## src/rtl/picosoc_bus_pkg.sv

```systemverilog
// ============================================================================
// Module : picosoc_bus_pkg
// Brief  : Shared types and constants for the two-master PicoSoC bus arbiter.
// Rev    : 1.0 - initial release
// ============================================================================
`default_nettype none

package picosoc_bus_pkg;

  typedef enum logic [0:0] {
    ST_IDLE = 1'b0,
    ST_BUSY = 1'b1
  } state_t;

  localparam logic [1:0] GRANT_NONE = 2'b00;
  localparam logic [1:0] GRANT_M0   = 2'b01;
  localparam logic [1:0] GRANT_M1   = 2'b10;

  localparam int unsigned      CNT_W   = 16;
  localparam logic [CNT_W-1:0] CNT_MAX = {CNT_W{1'b1}};

  // The stall counter holds at all-ones instead of wrapping back to zero.
  function automatic logic [CNT_W-1:0] sat_inc(input logic [CNT_W-1:0] v);
    return (v == CNT_MAX) ? v : v + CNT_W'(1);
  endfunction

endpackage

`default_nettype wire

```

## src/rtl/picosoc_rr_pick.sv

```systemverilog
// ============================================================================
// Module : picosoc_rr_pick
// Brief  : Combinational round-robin winner select between two masters.
// Rev    : 1.0 - initial release
// ============================================================================
`default_nettype none

module picosoc_rr_pick
  import picosoc_bus_pkg::*;
(
  input  logic       m0_valid,
  input  logic       m1_valid,
  input  logic [1:0] last_grant,
  output logic [1:0] winner
);

  always_comb begin
    winner = GRANT_NONE;
    if (m0_valid && m1_valid) begin
      // On a tie the master that did not own the bus last time goes first.
      winner = (last_grant == GRANT_M0) ? GRANT_M1 : GRANT_M0;
    end else if (m0_valid) begin
      winner = GRANT_M0;
    end else if (m1_valid) begin
      winner = GRANT_M1;
    end
  end

endmodule

`default_nettype wire

```

## src/rtl/picosoc_bus_arbiter.sv

```systemverilog
// ============================================================================
// Module : picosoc_bus_arbiter
// Brief  : Two-master round-robin arbiter onto a shared memory bus, with stall timeout.
// Rev    : 1.0 - initial release
// ============================================================================
`default_nettype none

module picosoc_bus_arbiter
  import picosoc_bus_pkg::*;
#(
  parameter int unsigned TIMEOUT_CYCLES = 255
) (
  input  logic        clk,
  input  logic        reset,

  input  logic        m0_valid,
  output logic        m0_ready,
  input  logic [31:0] m0_addr,
  input  logic [31:0] m0_wdata,
  input  logic [3:0]  m0_wstrb,
  output logic [31:0] m0_rdata,

  input  logic        m1_valid,
  output logic        m1_ready,
  input  logic [31:0] m1_addr,
  input  logic [31:0] m1_wdata,
  input  logic [3:0]  m1_wstrb,
  output logic [31:0] m1_rdata,

  output logic        s_valid,
  output logic [31:0] s_addr,
  output logic [31:0] s_wdata,
  output logic [3:0]  s_wstrb,
  input  logic        s_ready,
  input  logic [31:0] s_rdata,

  output logic [1:0]  grant,
  output logic        timeout_flag,
  input  logic        timeout_clr
);

  localparam logic [CNT_W-1:0] TIMEOUT_VAL = CNT_W'(TIMEOUT_CYCLES);

  state_t           r_state;
  logic [1:0]       r_grant;
  logic [1:0]       r_last_grant;
  logic [CNT_W-1:0] r_stall_cnt;
  logic             r_timeout_flag;

  logic [1:0]       w_winner;
  logic             w_busy;
  logic             w_sel_m1;
  logic             w_sel_valid;
  logic             w_timeout_hit;
  logic             w_handshake;
  logic             w_done;

  picosoc_rr_pick u_rr_pick (
    .m0_valid   (m0_valid),
    .m1_valid   (m1_valid),
    .last_grant (r_last_grant),
    .winner     (w_winner)
  );

  // Reset gates the bus immediately so an abandoned transfer never completes.
  assign w_busy      = (r_state == ST_BUSY) && !reset;
  assign w_sel_m1    = r_grant[1];
  assign w_sel_valid = w_sel_m1 ? m1_valid : m0_valid;

  // A real completion in the limit cycle beats the timeout.
  assign w_timeout_hit = w_busy && w_sel_valid && !s_ready && (r_stall_cnt == TIMEOUT_VAL);

  assign s_valid = w_busy && w_sel_valid && !w_timeout_hit;
  assign s_addr  = w_busy ? (w_sel_m1 ? m1_addr  : m0_addr)  : 32'h0;
  assign s_wdata = w_busy ? (w_sel_m1 ? m1_wdata : m0_wdata) : 32'h0;
  assign s_wstrb = w_busy ? (w_sel_m1 ? m1_wstrb : m0_wstrb) : 4'h0;

  assign w_handshake = s_valid && s_ready;
  assign w_done      = w_handshake || w_timeout_hit;

  assign m0_ready = w_done && r_grant[0];
  assign m1_ready = w_done && r_grant[1];
  assign m0_rdata = (w_handshake && r_grant[0]) ? s_rdata : 32'h0;
  assign m1_rdata = (w_handshake && r_grant[1]) ? s_rdata : 32'h0;

  assign grant        = r_grant;
  assign timeout_flag = r_timeout_flag;

  always_ff @(posedge clk) begin
    if (reset) begin
      r_state        <= ST_IDLE;
      r_grant        <= GRANT_NONE;
      r_last_grant   <= GRANT_M1;
      r_stall_cnt    <= '0;
      r_timeout_flag <= 1'b0;
    end else begin
      if (w_timeout_hit) begin
        r_timeout_flag <= 1'b1;
      end else if (timeout_clr) begin
        r_timeout_flag <= 1'b0;
      end

      case (r_state)
        ST_IDLE: begin
          if (w_winner != GRANT_NONE) begin
            r_state     <= ST_BUSY;
            r_grant     <= w_winner;
            r_stall_cnt <= '0;
          end
        end
        ST_BUSY: begin
          if (!w_sel_valid) begin
            // Master withdrew mid-transfer: drop it without crediting a turn.
            r_state <= ST_IDLE;
            r_grant <= GRANT_NONE;
          end else if (w_done) begin
            r_state      <= ST_IDLE;
            r_grant      <= GRANT_NONE;
            r_last_grant <= r_grant;
          end else begin
            r_stall_cnt <= sat_inc(r_stall_cnt);
          end
        end
        default: begin
          r_state <= ST_IDLE;
          r_grant <= GRANT_NONE;
        end
      endcase
    end
  end

endmodule

`default_nettype wire

```

## config.mk

```make
export PLATFORM = sky130hd
export DESIGN_NAME = picosoc_bus_arbiter
export DESIGN_NICKNAME = d
export VERILOG_FILES = /design/src/rtl/picosoc_bus_pkg.sv /design/src/rtl/picosoc_rr_pick.sv /design/src/rtl/picosoc_bus_arbiter.sv
export SDC_FILE = /design/constraint.sdc
export NUM_CORES = 1
export LEC_CHECK = 0
export ABC_AREA = 0
export ABC_CLOCK_PERIOD_IN_PS = 2350
export BUFFER_PORTS_ARGS = -buffer_cell sky130_fd_sc_hd__buf_2
export CAP_MARGIN = 20
export CORE_AREA = 10 10 114 116
export CTS_BUF_LIST = sky130_fd_sc_hd__clkbuf_16
export DETAILED_ROUTE_END_ITERATION = 8
export DIE_AREA = 0 0 124 126
export PLACE_DENSITY_LB_ADDON = 0.3
export SYNTH_ARGS = -nofsm -noshare
export SYNTH_HDL_FRONTEND = slang
export SYNTH_SLANG_ARGS = --single-unit
```

## constraint.sdc

```tcl
create_clock -name clk -period 2.35 [get_ports clk]
set_input_delay 0.5875 -clock clk [delete_from_list [all_inputs] [get_ports clk]]
set_output_delay 0.5875 -clock clk [all_outputs]
set_load 0.005 [all_outputs]
```

==> impl_results.md, run 1 <==
* P_sw at 0.412 mW
* Yosys reg bits at 22
* # rows at 38
* Drt wl/cell at 19.5 um
* Fin crit period at 2470 ps
* Count of cell types in the netlist at 54
* Post-synth EDFFs at 0
* Post-synthesis sequential area ratio at 15.8%
* Largest family of logic cells by synthesized area: simple AND/OR/NAND/NOR gates
* Nets at 891
* CTS clk-pin slew, worst paths at 60 ps
* Worst R2R Path Depth at 8
* Pre-Repair DR Iteration Count at 4
* Status: finished with violations
* Fmax at 405 MHz
* Total power at 1.31 mW
* Pin count of the biggest net entering global routing at 70
* Mapped Cells at 390
* Multi-input logic area at 2210 um^2
* Compound-Gate Fraction of Synth Area at 11.2%
* Iter 0 DRT Violations at 234
* Hold WS at 458 ps
* Cells after DPL at 846
* Finished Cell Area at 4880 um^2
* Layout cells sized above 1 at 53.1%
* Slew @ Worst Pin at 569 ps
* CTS Hold Bufs at 0
* CTS sink count at 22
* Comb power frac at 41.4%
* Async set or reset register ratio after synthesis at 0%
* R2R Setup Slk at 190 ps
* Via count at 4043
* Worst hold path class: flop to flop
* Startpoint Class: flop
* Initial core utilization at 26.1%
* Critical path type: flop to output port
* # diodes at 0
* Worst R2R Start: r_stall_cnt[13]
* Worst Hold Launch: r_last_grant[0]
* Hold EP: r_last_grant[0]
* Post-Place Setup Slack at 35.6 ps
* Global-route wire length before repair at 23500 um
* PortBufs at 311
* Routability cong. at 0.914
* Hold path depth at 2
* Placed instance area at 4720 um^2
* CP cell instances: or4_4, nor4_4, o21a_4, and2_4, buf_6
* Multiplexer share of the synthesized area at 25.2%
* Worst-path fanout max at 3
* Die area at 15600 um^2
* Final HPWL DP at 14700 um
* Die W at 124 um
* CP required at 1760 ps
* Post-Route Skew at 4.91 ps
* Worst-skew pair later-pin latency at 250 ps
* VDD IR-drop max at 316 uV
* Grt ovf at 0
* # setup viols final at 3
* Core area at 10700 um^2
* Most used DFF post-synth: dfxtp_1
* Antenna Nets Post-Route at 0
* Rel. slew slack at 62.0%
* Setup TNS at -248 ps
* Max incr delay on CP at 540 ps
* P_int at 0.894 mW
* Filler cell count at 1101
* Mapped Area at 2790 um^2
* RSZ-0062 raised after global routing: true
* CTS H-tree lvls at 1
* Via count of the first global-routing pass at 3955
* Syn_area_per_cell at 7.16 um^2
* Sw frac at 31.5%
* Area growth syn-to-layout at 74.6%
* Post-Synth XOR/XNOR Area at 0%
* Final hold viol count at 0
* Layout Utilization at 45.6%
* Post-Layout Cell Count at 855
* Crit. End Element: output port
* RR Endpoint: r_stall_cnt[6]
* Critical path's slowest cell: or4_4
* Worst Slack Setup Final at -119 ps
* Failing checks: setup timing
* Reg power frac at 30.6%
* Worst Path Arrival at 1880 ps
* Total wire length at 16700 um
* Warnings from Yosys at 0
* Max Slew Vio Count at 0
* I/O Pins at 312
* Synthesized Nets at 565
* Via density at 4.73
* Max_cap viols at 0
* Power per cell area at 268 nW/um^2
* Clock root cell: clkbuf_16
* Initial antenna violation count at 0
* Leak at 2.62 nW
* FF/Latch Area at 449 um^2
* Synth Area in Adders at 0.448%
* Clock power share at 28.0%
* Final period util at 105%
* DRC viols at 0
* Gr usage total at 19.1%
* Inserted Clock Buffers at 3
* Clock tree buffer depth at 2
* Die Ht at 126 um
* CTS tree: built
* Post-Synth Simple-Gate Area at 41.2%
metal layers:
| layer | vias up | routed length (um) | GRT usage (%) |
|---|---|---|---|
| li1 | 2012 | - | - |
| met1 | 1811 | 6700 | 23.5 |
| met4 | 0 | 41 | 1.56 |
| met2 | 218 | 7970 | 32.3 |
| met5 | - | 0 | 0 |
| met3 | 2 | 2000 | 6.66 |
cells in the mapped netlist (2+ instances only):
cell type / instances / share of area, %
nor2_1: 77 / 10
and2_1: 68 / 15
mux2i_1: 68 / 24
dfxtp_1: 22 / 16
nand2_1: 21 / 2.8
clkbuf_1: 14 / 1.9
buf_2: 10 / 1.8
nand3_1: 9 / 1.6
nor4_1: 8 / 1.8
a21oi_1: 7 / 1.3
inv_1: 7 / 0.94
nand4_1: 6 / 1.3
buf_1: 5 / 0.67
and3_1: 4 / 0.90
o32ai_1: 4 / 1.3
a31oi_1: 3 / 0.67
a41oi_1: 3 / 0.94
nor2b_1: 3 / 0.67
nor4b_1: 3 / 0.94
o21ai_0: 3 / 0.54
or2_2: 3 / 0.67
a32oi_1: 2 / 0.63
mux2_2: 2 / 0.81
nand2b_1: 2 / 0.45
nand3b_1: 2 / 0.54
nor3_1: 2 / 0.36
o21ai_1: 2 / 0.36
o311ai_0: 2 / 0.63
o31ai_1: 2 / 0.54
o41ai_1: 2 / 0.63
cells in the final DEF, fill, tap and decap left out, drive strengths merged, types with 4 or more instances in the layout:
cell | netlist | final
inv | 7 | 8
nor2 | 77 | 77
nand2 | 21 | 21
and2 | 68 | 68
nor4 | 9 | 9
nand4 | 6 | 6
dfxtp | 22 | 22
buf | 16 | 352
and3 | 5 | 5
o21ai | 6 | 6
a21oi | 7 | 7
mux2i | 68 | 68
nand3 | 9 | 9
o32ai | 4 | 4
cells by family after synthesis:
group	after synthesis
simple gates	218
mux	70
compound gates	41
buf+inv	38
flops	22
fa+ha+maj	1
worst max path at each step:
stage	startpoint	to	slack (ps)	cells after the start
global placement	m0_valid	r_stall_cnt[13]	80	7
finish	r_stall_cnt[13]	m1_ready	-120	5
detailed placement	m0_valid	r_stall_cnt[13]	40	7
CTS	r_stall_cnt[13]	m1_ready	-110	5
global route	r_stall_cnt[13]	m1_ready	-160	5
floorplan	reset	s_wdata[14]	70	6
state kept, by name, indices dropped and copies added (netlist names):
| name | count |
|---|---|
| grant | 2 |
| r_last_grant | 2 |
| r_stall_cnt | 16 |
| r_state | 1 |
| timeout_flag | 1 |
power by group through the flow:
stage | clock [mW] | combinational [mW] | sequential [mW]
3_5_place_dp | 0 | 0.539 | 0.408
4_1_cts | 0.378 | 0.540 | 0.400
3_3_place_gp | 0 | 0.526 | 0.407
2_1_floorplan | 0 | 0.224 | 0.405
6_report | 0.365 | 0.541 | 0.400
5_1_grt | 0.390 | 0.594 | 0.402
critical path, delay by kind of cell (launching register included):
kind            cells  cell delay, ps
simple gates        3            1020
compound gates      1             200
flops               1             320
buf+inv             1              90
what timing repair did:
action / CTS / global route
pin swaps: 4 / 1
resized for setup: 7 / 6
buffers inserted: 4 / 1
endpoints found under the setup margin: 35 / 73
cloned: 0 / 0
cell type report:
cell class,count,area share [%]
Sequential cell,22,9.21
Clock buffer,3,1.54
Multi-Input combinational cell,330,45.3
Timing Repair Buffer,352,39.8
Inverter,7,0.539
Tap cell,140,3.59
Clock inverter,1,0.0770
(Power assumes the default switching activity.)
==> run 2: changes to the inputs <==
--- a/config.mk
+++ b/config.mk
@@ -13,6 +13,7 @@
 export CTS_BUF_LIST = sky130_fd_sc_hd__clkbuf_16
 export DETAILED_ROUTE_END_ITERATION = 8
 export DIE_AREA = 0 0 124 126
+export GPL_TIMING_DRIVEN = 0
 export PLACE_DENSITY_LB_ADDON = 0.3
 export SYNTH_ARGS = -nofsm -noshare
 export SYNTH_HDL_FRONTEND = slang
==> run 2 against run 1 <==
Against the previous run:
- the flow still finishes with violations (setup timing)
- die area stayed put
- largest power group unchanged
- utilization is 1.5 points higher
- first-iteration DRC count is 3.8% lower
- combinational power is 2% higher
- hold slack better by 11 ps
==> impl_results.md, run 2 (same netlist as run 1, synthesis figures left out) <==
* # rows at 38 (unchanged)
* Max reg flops at 16 (unchanged)
* Hold WS at 469 ps (was 458 ps)
* RSZ-0062 raised after global routing: true (unchanged)
* Post-Route Skew at 5.66 ps (was 4.91 ps)
* Initial antenna violation count at 0 (unchanged)
* Clock power share at 34.0% (was 28.0%)
* Critical path type: flop to output port (unchanged)
* Slew @ Worst Pin at 858 ps (was 569 ps)
* Worst-skew pair later-pin latency at 260 ps (was 250 ps)
* Comb power frac at 38.3% (was 41.4%)
* Via density at 4.87 (was 4.73)
* Final hold viol count at 0 (unchanged)
* PortBufs at 310 (was 311)
* Clock root cell: clkbuf_16 (unchanged)
* Worst Slack Setup Final at -284 ps (was -119 ps)
* Commonest non-fill, non-tap cell in the layout: buf_2 (unchanged)
* R2R Setup Slk at 70 ps (was 190 ps)
* DRC viols at 0 (unchanged)
* Power per cell area at 286 nW/um^2 (was 268 nW/um^2)
* Fmax at 380 MHz (was 405 MHz)
* Inserted Clock Buffers at 3 (unchanged)
* Worst R2R Path Depth at 8 (unchanged)
* Max_cap viols at 0 (unchanged)
* Via count of the first global-routing pass at 4300 (was 3955)
* VDD IR-drop max at 234 uV (was 316 uV)
* Pin count of the biggest net entering global routing at 14 (was 70)
* CTS tree: built (unchanged)
* Fin crit period at 2630 ps (was 2470 ps)
* Worst Hold Launch: r_last_grant[0] (unchanged)
* Nets at 895 (was 891)
* Die area at 15600 um^2 (unchanged)
* Rel. slew slack at 42.2% (was 62.0%)
* Pre-Repair DR Iteration Count at 5 (was 4)
* I/O Pins at 312 (unchanged)
* Hold EP: r_last_grant[0] (unchanged)
* Global-route wire length before repair at 24800 um (was 23500 um)
* CTS Hold Bufs at 0 (unchanged)
* Routability cong. at 0.888 (was 0.914)
* CTS sink count at 22 (unchanged)
* CTS H-tree lvls at 1 (unchanged)
* Worst-path fanout max at 5 (was 3)
* # setup viols final at 5 (was 3)
* Gr usage total at 20.2% (was 19.1%)
* P_sw at 0.438 mW (was 0.412 mW)
* CTS clk-pin slew, worst paths at 60 ps (about the same)
* Crit. End Element: output port (unchanged)
* # diodes at 0 (unchanged)
* Final period util at 112% (was 105%)
* Reg power frac at 27.8% (was 30.6%)
* Setup TNS at -656 ps (was -248 ps)
* Grt ovf at 0 (unchanged)
* Area growth syn-to-layout at 80.4% (was 74.6%)
* Total wire length at 17400 um (was 16700 um)
* Core area at 10700 um^2 (unchanged)
* Leak at 2.67 nW (was 2.62 nW)
* Via count at 4180 (was 4043)
* CP required at 1760 ps (about the same)
* Worst Path Arrival at 2050 ps (was 1880 ps)
* Post-Layout Cell Count at 859 (was 855)
* Layout cells sized above 1 at 55.5% (was 53.1%)
* Max Slew Vio Count at 0 (unchanged)
* Status: finished with violations (unchanged)
* P_int at 1.00 mW (was 0.894 mW)
* Die Ht at 126 um (unchanged)
* Hold path depth at 2 (unchanged)
* Drt wl/cell at 20.2 um (was 19.5 um)
* Antenna Nets Post-Route at 0 (unchanged)
* Startpoint Class: flop (unchanged)
* Initial core utilization at 26.1% (unchanged)
* Worst R2R Start: r_stall_cnt[13] (unchanged)
* Die W at 124 um (unchanged)
* Most flops, register: r_stall_cnt (unchanged)
* Cells after DPL at 840 (was 846)
* Iter 0 DRT Violations at 225 (was 234)
* Failing checks: setup timing (unchanged)
* Worst hold path class: flop to flop (unchanged)
* Final HPWL DP at 15000 um (was 14700 um)
* Post-Place Setup Slack at -728 ps (was 35.6 ps)
* RR Endpoint: r_last_grant[1] (was r_stall_cnt[6])
* Most frequent cells in the layout: 314 x buf_2, 69 x nor2_1, 66 x and2_1, 66 x mux2i_1, 20 x nand2_1 (was 310 x buf_2, 76 x nor2_1, 68 x mux2i_1)
* Clock tree buffer depth at 2 (unchanged)
* Sw frac at 30.4% (was 31.5%)
[run 2: per-stage QoR]
stage	total power, mW	util (%)	instance area (um^2)
2_1_floorplan	0.630	-	2800
3_3_place_gp	0.899	42.3	4520
3_5_place_dp	0.913	42.3	4520
4_1_cts	1.42	46.2	4940
5_1_grt	1.51	47.1	5040
6_report	1.44	47.1	5040
[run 2: power by group through the flow]
| stage | logic, mW | clock network (mW) | registers (mW) |
|---|---|---|---|
| 3_3_place_gp | 0.491 | 0 | 0.408 |
| 3_5_place_dp | 0.504 | 0 | 0.409 |
| 4_1_cts | 0.536 | 0.489 | 0.400 |
| 5_1_grt | 0.603 | 0.504 | 0.403 |
| 6_report | 0.551 | 0.489 | 0.400 |
| 2_1_floorplan | 0.224 | 0 | 0.405 |
[run 2: worst max-delay path by stage]
stage	startpoint	to	cells past startpoint
floorplan	reset	s_wdata[14]	6
finish	r_stall_cnt[13]	m1_ready	6
global route	r_stall_cnt[13]	m1_ready	6
global placement	reset	s_wdata[18]	8
detailed placement	reset	s_wdata[17]	8
CTS	r_stall_cnt[9]	m1_ready	6
[run 2: worst max-delay path, cell delays in order (launching register included)]
cell and delay (ps):
dfxtp_2 330, or4_4 550, nor4_4 340, o21a_4 210
buf_6 120, and2_4 140, buf_6 90
[run 2: layout make-up]
cell class	instances	area [um^2]
flip-flops and latches	22	453
fillers	1064	5660
inverters	7	26.3
clock inverters	1	30.0
well taps	140	175
multi-input cells	330	2290
repair buffers	325	1720
clock buffers	3	75.1
plain buffers	31	277
[run 2: layer usage]
metal | routed length [um] | track usage, % | up-vias
li1 | - | - | 2016
met1 | 6880 | 24.7 | 1895
met2 | 8200 | 33.7 | 254
met3 | 2130 | 7.19 | 15
met4 | 186 | 3.12 | 0
met5 | 0 | 0 | -
[run 2: timing repair]
item / CTS / global route
gates cloned: 3 / 0
pin swaps: 8 / 4
buffers inserted: 9 / 4
resized for setup: 71 / 26
setup endpoints to repair: 135 / 92
